$ cat config.mk
export PLATFORM = sky130hd
export DESIGN_NAME = ulpb_trafgen
export DESIGN_NICKNAME = d
export VERILOG_FILES = /design/src/rtl/ulpb_trafgen.sv
export SDC_FILE = /design/constraint.sdc
export NUM_CORES = 1
export LEC_CHECK = 0
export CORE_MARGIN = 4
export CORE_UTILIZATION = 43
export CTS_CLUSTER_DIAMETER = 60
export DETAILED_ROUTE_END_ITERATION = 16
export PLACE_DENSITY = 0.78
export REMOVE_ABC_BUFFERS = 1
export SYNTH_ARGS = -nofsm -noshare
export SYNTH_HDL_FRONTEND = slang
export SYNTH_SLANG_ARGS = --single-unit
export TNS_END_PERCENT = 20
$ cat constraint.sdc
create_clock -name clk -period 1.8 [get_ports clk]
set_input_delay 0.18 -clock clk [delete_from_list [all_inputs] [get_ports clk]]
set_output_delay 0.18 -clock clk [all_outputs]
set_load 0.05 [all_outputs]
$ cat src/rtl/ulpb_trafgen.sv
// ulpb_trafgen: host-side traffic generator/responder for one ULPB node.
// Ports: clk/resetn; START/MODE/DEST_ADDR/NUM_WORDS control, BUSY/DONE/RESULT
// status; TX_* request/ack/response handshake; RX_* auto-ack port with stall;
// TX_WORD_CNT/RX_WORD_CNT saturating counters and RX_CHECKSUM (XOR of RX words).
module ulpb_trafgen #(
  parameter int          ADDR_WIDTH = 8,
  parameter int          DATA_WIDTH = 32,
  parameter int          CNT_WIDTH  = 6,
  parameter logic [31:0] SEED       = 32'hACE12468
) (
  input  logic                  clk,
  input  logic                  resetn,
  input  logic                  START,
  input  logic [1:0]            MODE,
  input  logic [ADDR_WIDTH-1:0] DEST_ADDR,
  input  logic [CNT_WIDTH-1:0]  NUM_WORDS,
  output logic                  BUSY,
  output logic                  DONE,
  output logic [1:0]            RESULT,
  output logic [ADDR_WIDTH-1:0] TX_ADDR,
  output logic [DATA_WIDTH-1:0] TX_DATA,
  output logic                  TX_REQ,
  output logic                  TX_PEND,
  input  logic                  TX_ACK,
  input  logic                  TX_SUCC,
  input  logic                  TX_FAIL,
  output logic                  TX_RESP_ACK,
  input  logic                  RX_REQ,
  input  logic [DATA_WIDTH-1:0] RX_DATA,
  output logic                  RX_ACK,
  input  logic                  RX_STALL,
  output logic [CNT_WIDTH-1:0]  TX_WORD_CNT,
  output logic [CNT_WIDTH-1:0]  RX_WORD_CNT,
  output logic [DATA_WIDTH-1:0] RX_CHECKSUM
);

  typedef enum logic [2:0] {
    S_IDLE,
    S_LOAD,
    S_WAIT_ACK,
    S_WAIT_ACKLO,
    S_WAIT_RESP,
    S_RESP_ACK
  } state_t;

  localparam logic [31:0] POLY = 32'h80200003;
  localparam logic [CNT_WIDTH-1:0] CNT_MAX = '1;

  state_t                state;
  state_t                state_nx;
  logic [1:0]            mode_q;
  logic [CNT_WIDTH-1:0]  left_q;
  logic                  more_q;
  logic [31:0]           lfsr_q;
  logic [31:0]           lfsr_nx;
  logic [DATA_WIDTH-1:0] lfsr_word;
  logic                  done_q;
  logic                  start_ok;
  logic                  multi;

  // DONE cycle still counts as busy, so START is only taken after it.
  assign start_ok = START & (state == S_IDLE) & ~done_q;
  assign multi    = (MODE == 2'd1) | (MODE == 2'd2);
  assign lfsr_nx  = {1'b0, lfsr_q[31:1]} ^ (lfsr_q[0] ? POLY : 32'h0);

  generate
    if (DATA_WIDTH <= 32) begin : g_narrow
      assign lfsr_word = lfsr_q[DATA_WIDTH-1:0];
    end else begin : g_wide
      assign lfsr_word = {{(DATA_WIDTH-32){1'b0}}, lfsr_q};
    end
  endgenerate

  always_ff @(posedge clk or negedge resetn) begin
    if (!resetn) state <= S_IDLE;
    else         state <= state_nx;
  end

  // TX_FAIL while a word is in flight aborts straight into the
  // response handshake, as if WAIT_RESP had seen the failure.
  always_comb begin
    state_nx = state;
    unique case (state)
      S_IDLE:
        if (start_ok) state_nx = S_LOAD;
      S_LOAD:
        state_nx = TX_FAIL ? S_RESP_ACK : S_WAIT_ACK;
      S_WAIT_ACK:
        if (TX_FAIL)     state_nx = S_RESP_ACK;
        else if (TX_ACK) state_nx = S_WAIT_ACKLO;
      S_WAIT_ACKLO:
        if (TX_FAIL)      state_nx = S_RESP_ACK;
        else if (!TX_ACK) state_nx = more_q ? S_LOAD : S_WAIT_RESP;
      S_WAIT_RESP:
        if (TX_SUCC | TX_FAIL) state_nx = S_RESP_ACK;
      S_RESP_ACK:
        if (!TX_SUCC && !TX_FAIL) state_nx = S_IDLE;
      default:
        state_nx = S_IDLE;
    endcase
  end

  always_comb begin
    TX_REQ      = (state == S_WAIT_ACK);
    TX_RESP_ACK = (state == S_RESP_ACK);
    BUSY        = (state != S_IDLE) | done_q;
    DONE        = done_q;
  end

  // left_q holds the words still to send after the current one.
  always_ff @(posedge clk or negedge resetn) begin
    if (!resetn) begin
      mode_q      <= 2'd0;
      left_q      <= '0;
      more_q      <= 1'b0;
      lfsr_q      <= SEED;
      done_q      <= 1'b0;
      RESULT      <= 2'b00;
      TX_ADDR     <= '0;
      TX_DATA     <= '0;
      TX_PEND     <= 1'b0;
      TX_WORD_CNT <= '0;
    end else begin
      done_q <= (state == S_RESP_ACK) & (state_nx == S_IDLE);
      if (start_ok) begin
        mode_q      <= MODE;
        TX_ADDR     <= DEST_ADDR;
        left_q      <= multi ? NUM_WORDS : '0;
        lfsr_q      <= SEED;
        RESULT      <= 2'b00;
        TX_WORD_CNT <= '0;
      end
      if (state == S_LOAD) begin
        TX_DATA <= lfsr_word;
        TX_PEND <= (mode_q == 2'd2) |
                   ((mode_q == 2'd1) & (left_q != '0));
      end
      if (state == S_WAIT_ACK && TX_ACK && !TX_FAIL) begin
        lfsr_q <= lfsr_nx;
        more_q <= (left_q != '0);
        if (left_q != '0)
          left_q <= left_q - 1'b1;
        if (TX_WORD_CNT != CNT_MAX)
          TX_WORD_CNT <= TX_WORD_CNT + 1'b1;
      end
      if (state_nx == S_RESP_ACK && state != S_RESP_ACK)
        RESULT <= TX_FAIL ? 2'b10 : 2'b01;
    end
  end

  // RX auto-ack: a stall only holds off a new ack, never drops one.
  always_ff @(posedge clk or negedge resetn) begin
    if (!resetn) begin
      RX_ACK      <= 1'b0;
      RX_WORD_CNT <= '0;
      RX_CHECKSUM <= '0;
    end else begin
      if (RX_REQ && !RX_ACK && !RX_STALL) begin
        RX_ACK      <= 1'b1;
        RX_CHECKSUM <= RX_CHECKSUM ^ RX_DATA;
        if (RX_WORD_CNT != CNT_MAX)
          RX_WORD_CNT <= RX_WORD_CNT + 1'b1;
      end else if (RX_ACK && !RX_REQ) begin
        RX_ACK <= 1'b0;
      end
    end
  end

endmodule

==> metrics.txt <==
post-synthesis sequential area ratio 61.6%; critical path class register to register; Reg2Reg Setup Slack ~0.047 ns; worst setup path start state[1]; Worst-Skew Late Latency 0.41 ns; Final Instance Area 7930 um2; port bufs 147; first-pass GRT wire length 21.8 mm; CTS Buf Count 17; Gate Count Post-Synth 438; core region area 12200 um2; routability congestion estimate from global placement 0.887; Synth area leader dfrtp_1; ys flop type dfrtp_1; Die W 120 um; Num Clock Sinks 133; height of the die 120 um; Slew headroom 65.1%; Overall Power 15100 uW; Yosys reg bits 133; RSZ-0062 raised after global routing true; CP arrival 2.08 ns; pin slew with the least headroom to its limit 0.523 ns; synth cell count leaders 120 x dfrtp_1, 83 x nand2_1, 38 x xnor2_1; First-pass DRT Iterations 4; Worst-path clk slew 0.06 ns; Non-Filler Instances 795; DR WL met2 6.17 mm; most common cell in the netlist dfrtp_1; Final ANT Viol Nets 0; layout cells sized above 1 22.2%; Syn Area/Cell between 10 and 15 um2; DPL Wire Length 9.59 mm; Max Freq 0.571 GHz; Synth top area share 55.3%; Post-route DRC 0; peak supply drop 1.20 mV; Initial Utilization 44.6%; DR vias 3977; Worst setup SP type register; Worst R2R End left_q[5]; area grow syn2layout 46.1%; worst hold path type input port to async pin; largest net degree at the start of global routing 53; met3 WL roughly 1.1 mm; Lkg Pwr 0.00380 uW; ANT cells 0; post-route worst setup slack 0.0472 ns; Hold Worst Slack 0.261 ns; Setup Fix Bufs, Post-CTS 0; Tot GR Track Use 19.1%; total grt overflow 0; FFs w/ async S/R, synth 100%; area of the die 14500 um2; r2r startpoint state[1]; dpl ws -0.0546 ns; Post-Synthesis Cell Area ~5400 um2; WL per Instance 16.5 um; vias in the first global route 4298; initial antenna violation count 0; Post-Place Cell Area 7290 um2; CP max-delay cell or4_4; crit path max fanout 4; Avg Vias per Cell around 5; H-tree levels 4; Placed Cells between 700 and 800; CP endpoint kind register; outcome complete, no violations; Post-Route WL between 10 and 15 mm; fin crit share 97.4%; top-level port count 148; M1 WL about 5.6 mm; CTS max path bufs 2; power per cell area 1900 nW/um2; Yosys warnings 0; WP data required 2.13 ns; dominant cells by area after synthesis dfrtp_1 55%, mux2_2 7.3%, dfstp_2 6.3%; Post-synth EDFFs 0; top routing layer in use met4; final hold vios 0; # rows 40; crit path time final 1.75 ns; MaxCap Viol Count 0; drt initial violations ~200; crit path cell chain nor3b_4 > nand3_2 > or4_4 > nand2b_4 > o211ai_2; CTS tree built; root buffer cell clkbuf_16; Worst Clk Skew 0.00962 ns; net count reported at finish ~670; # setup viols final 0; slowest stage delay, CP about 0.5 ns; Final Slew Violations 0; Reg2Reg Depth 5; Synth cell types 52
-- stage by stage --
stage / utilization, % / TNS, ns
floorplan: - / -53.48
global placement: 59.9 / 0
detailed placement: 59.9 / -0.108
CTS: 64.5 / 0
global route: 65.2 / -0.00298
finish: 65.2 / 0
-- timing repair --
action | CTS | global route
hold endpoints to repair | 37 | 0
endpoints found under the setup margin | 18 | 34
hold buffers | 1 | 0
resized for setup | 18 | 33
-- kinds of logic after synthesis --
| kind of cell | count (synthesis) | share of synthesized area (%) |
|---|---|---|
| mux | 37 | 7.63 |
| simple gates | 128 | 11.2 |
| buf+inv | 26 | 2.19 |
| compound gates | 67 | 9.52 |
| fa+ha+maj | 4 | 0.922 |
| flops | 133 | 61.6 |
| xor+xnor | 43 | 6.94 |
-- report_power, final --
group	internal [uW]	switching [uW]	total, uW
logic	2510	4320	6820
clock network	2070	1230	3300
registers	4140	845	4980
total	8710	6390	15100
-- cells in the final DEF (no fill, tap or decap), types with 13 or more instances in the layout --
cell / netlist / final
a22o_1: 17 / 17
buf_4: 0 / 40
clkbuf_16: 0 / 17
clkdlybuf4s50_1: 0 / 81
dfrtp_1: 120 / 120
dfstp_2: 13 / 13
dlygate4sd2_1: 0 / 18
dlymetal6s2s_1: 0 / 29
mux2_2: 35 / 35
nand2_1: 83 / 82
xnor2_1: 38 / 38
-- metal layers --
layer | up-vias | track usage (%)
met1 | 1954 | 23.1
met3 | 17 | 8.00
met5 | - | 0
met2 | 151 | 30.8
li1 | 1855 | -
met4 | 0 | 6.73
-- registers in the layout, summed over array words and instances, names as in the netlist --
name / flops
RX_WORD_CNT: 6
more_q: 1
mode_q: 2
TX_DATA: 32
DONE: 1
state: 3
TX_WORD_CNT: 6
RX_CHECKSUM: 32
left_q: 6
TX_PEND: 1
RESULT: 2
lfsr_q: 32
TX_ADDR: 8
RX_ACK: 1
-- worst max-delay path, delay by kind of cell (launching register included) --
family,cells,cell delay (ns)
simple gates,4,1.09
flops,1,0.46
compound gates,1,0.12
-- final cells by class --
cell class / count / area [um2]
Clock inverter: 9 / 76.3
Inverter: 6 / 22.5
Multi-Input combinational cell: 279 / 1990
Tap cell: 168 / 210
Fill cell: 931 / 4230
Sequential cell: 133 / 3340
Clock buffer: 23 / 498
Timing Repair Buffer: 177 / 1790
-- worst max path at each step --
stage                     slack (ns)     endpoint
after floorplan                -0.71    left_q[2]
after global placement         0.002    left_q[3]
after detailed placement       -0.05    left_q[2]
after CTS                     0.0001  TX_DATA[16]
after global routing          -0.003    left_q[5]
final                           0.05    left_q[5]
No activity file was read; power rests on OpenSTA's default activity.
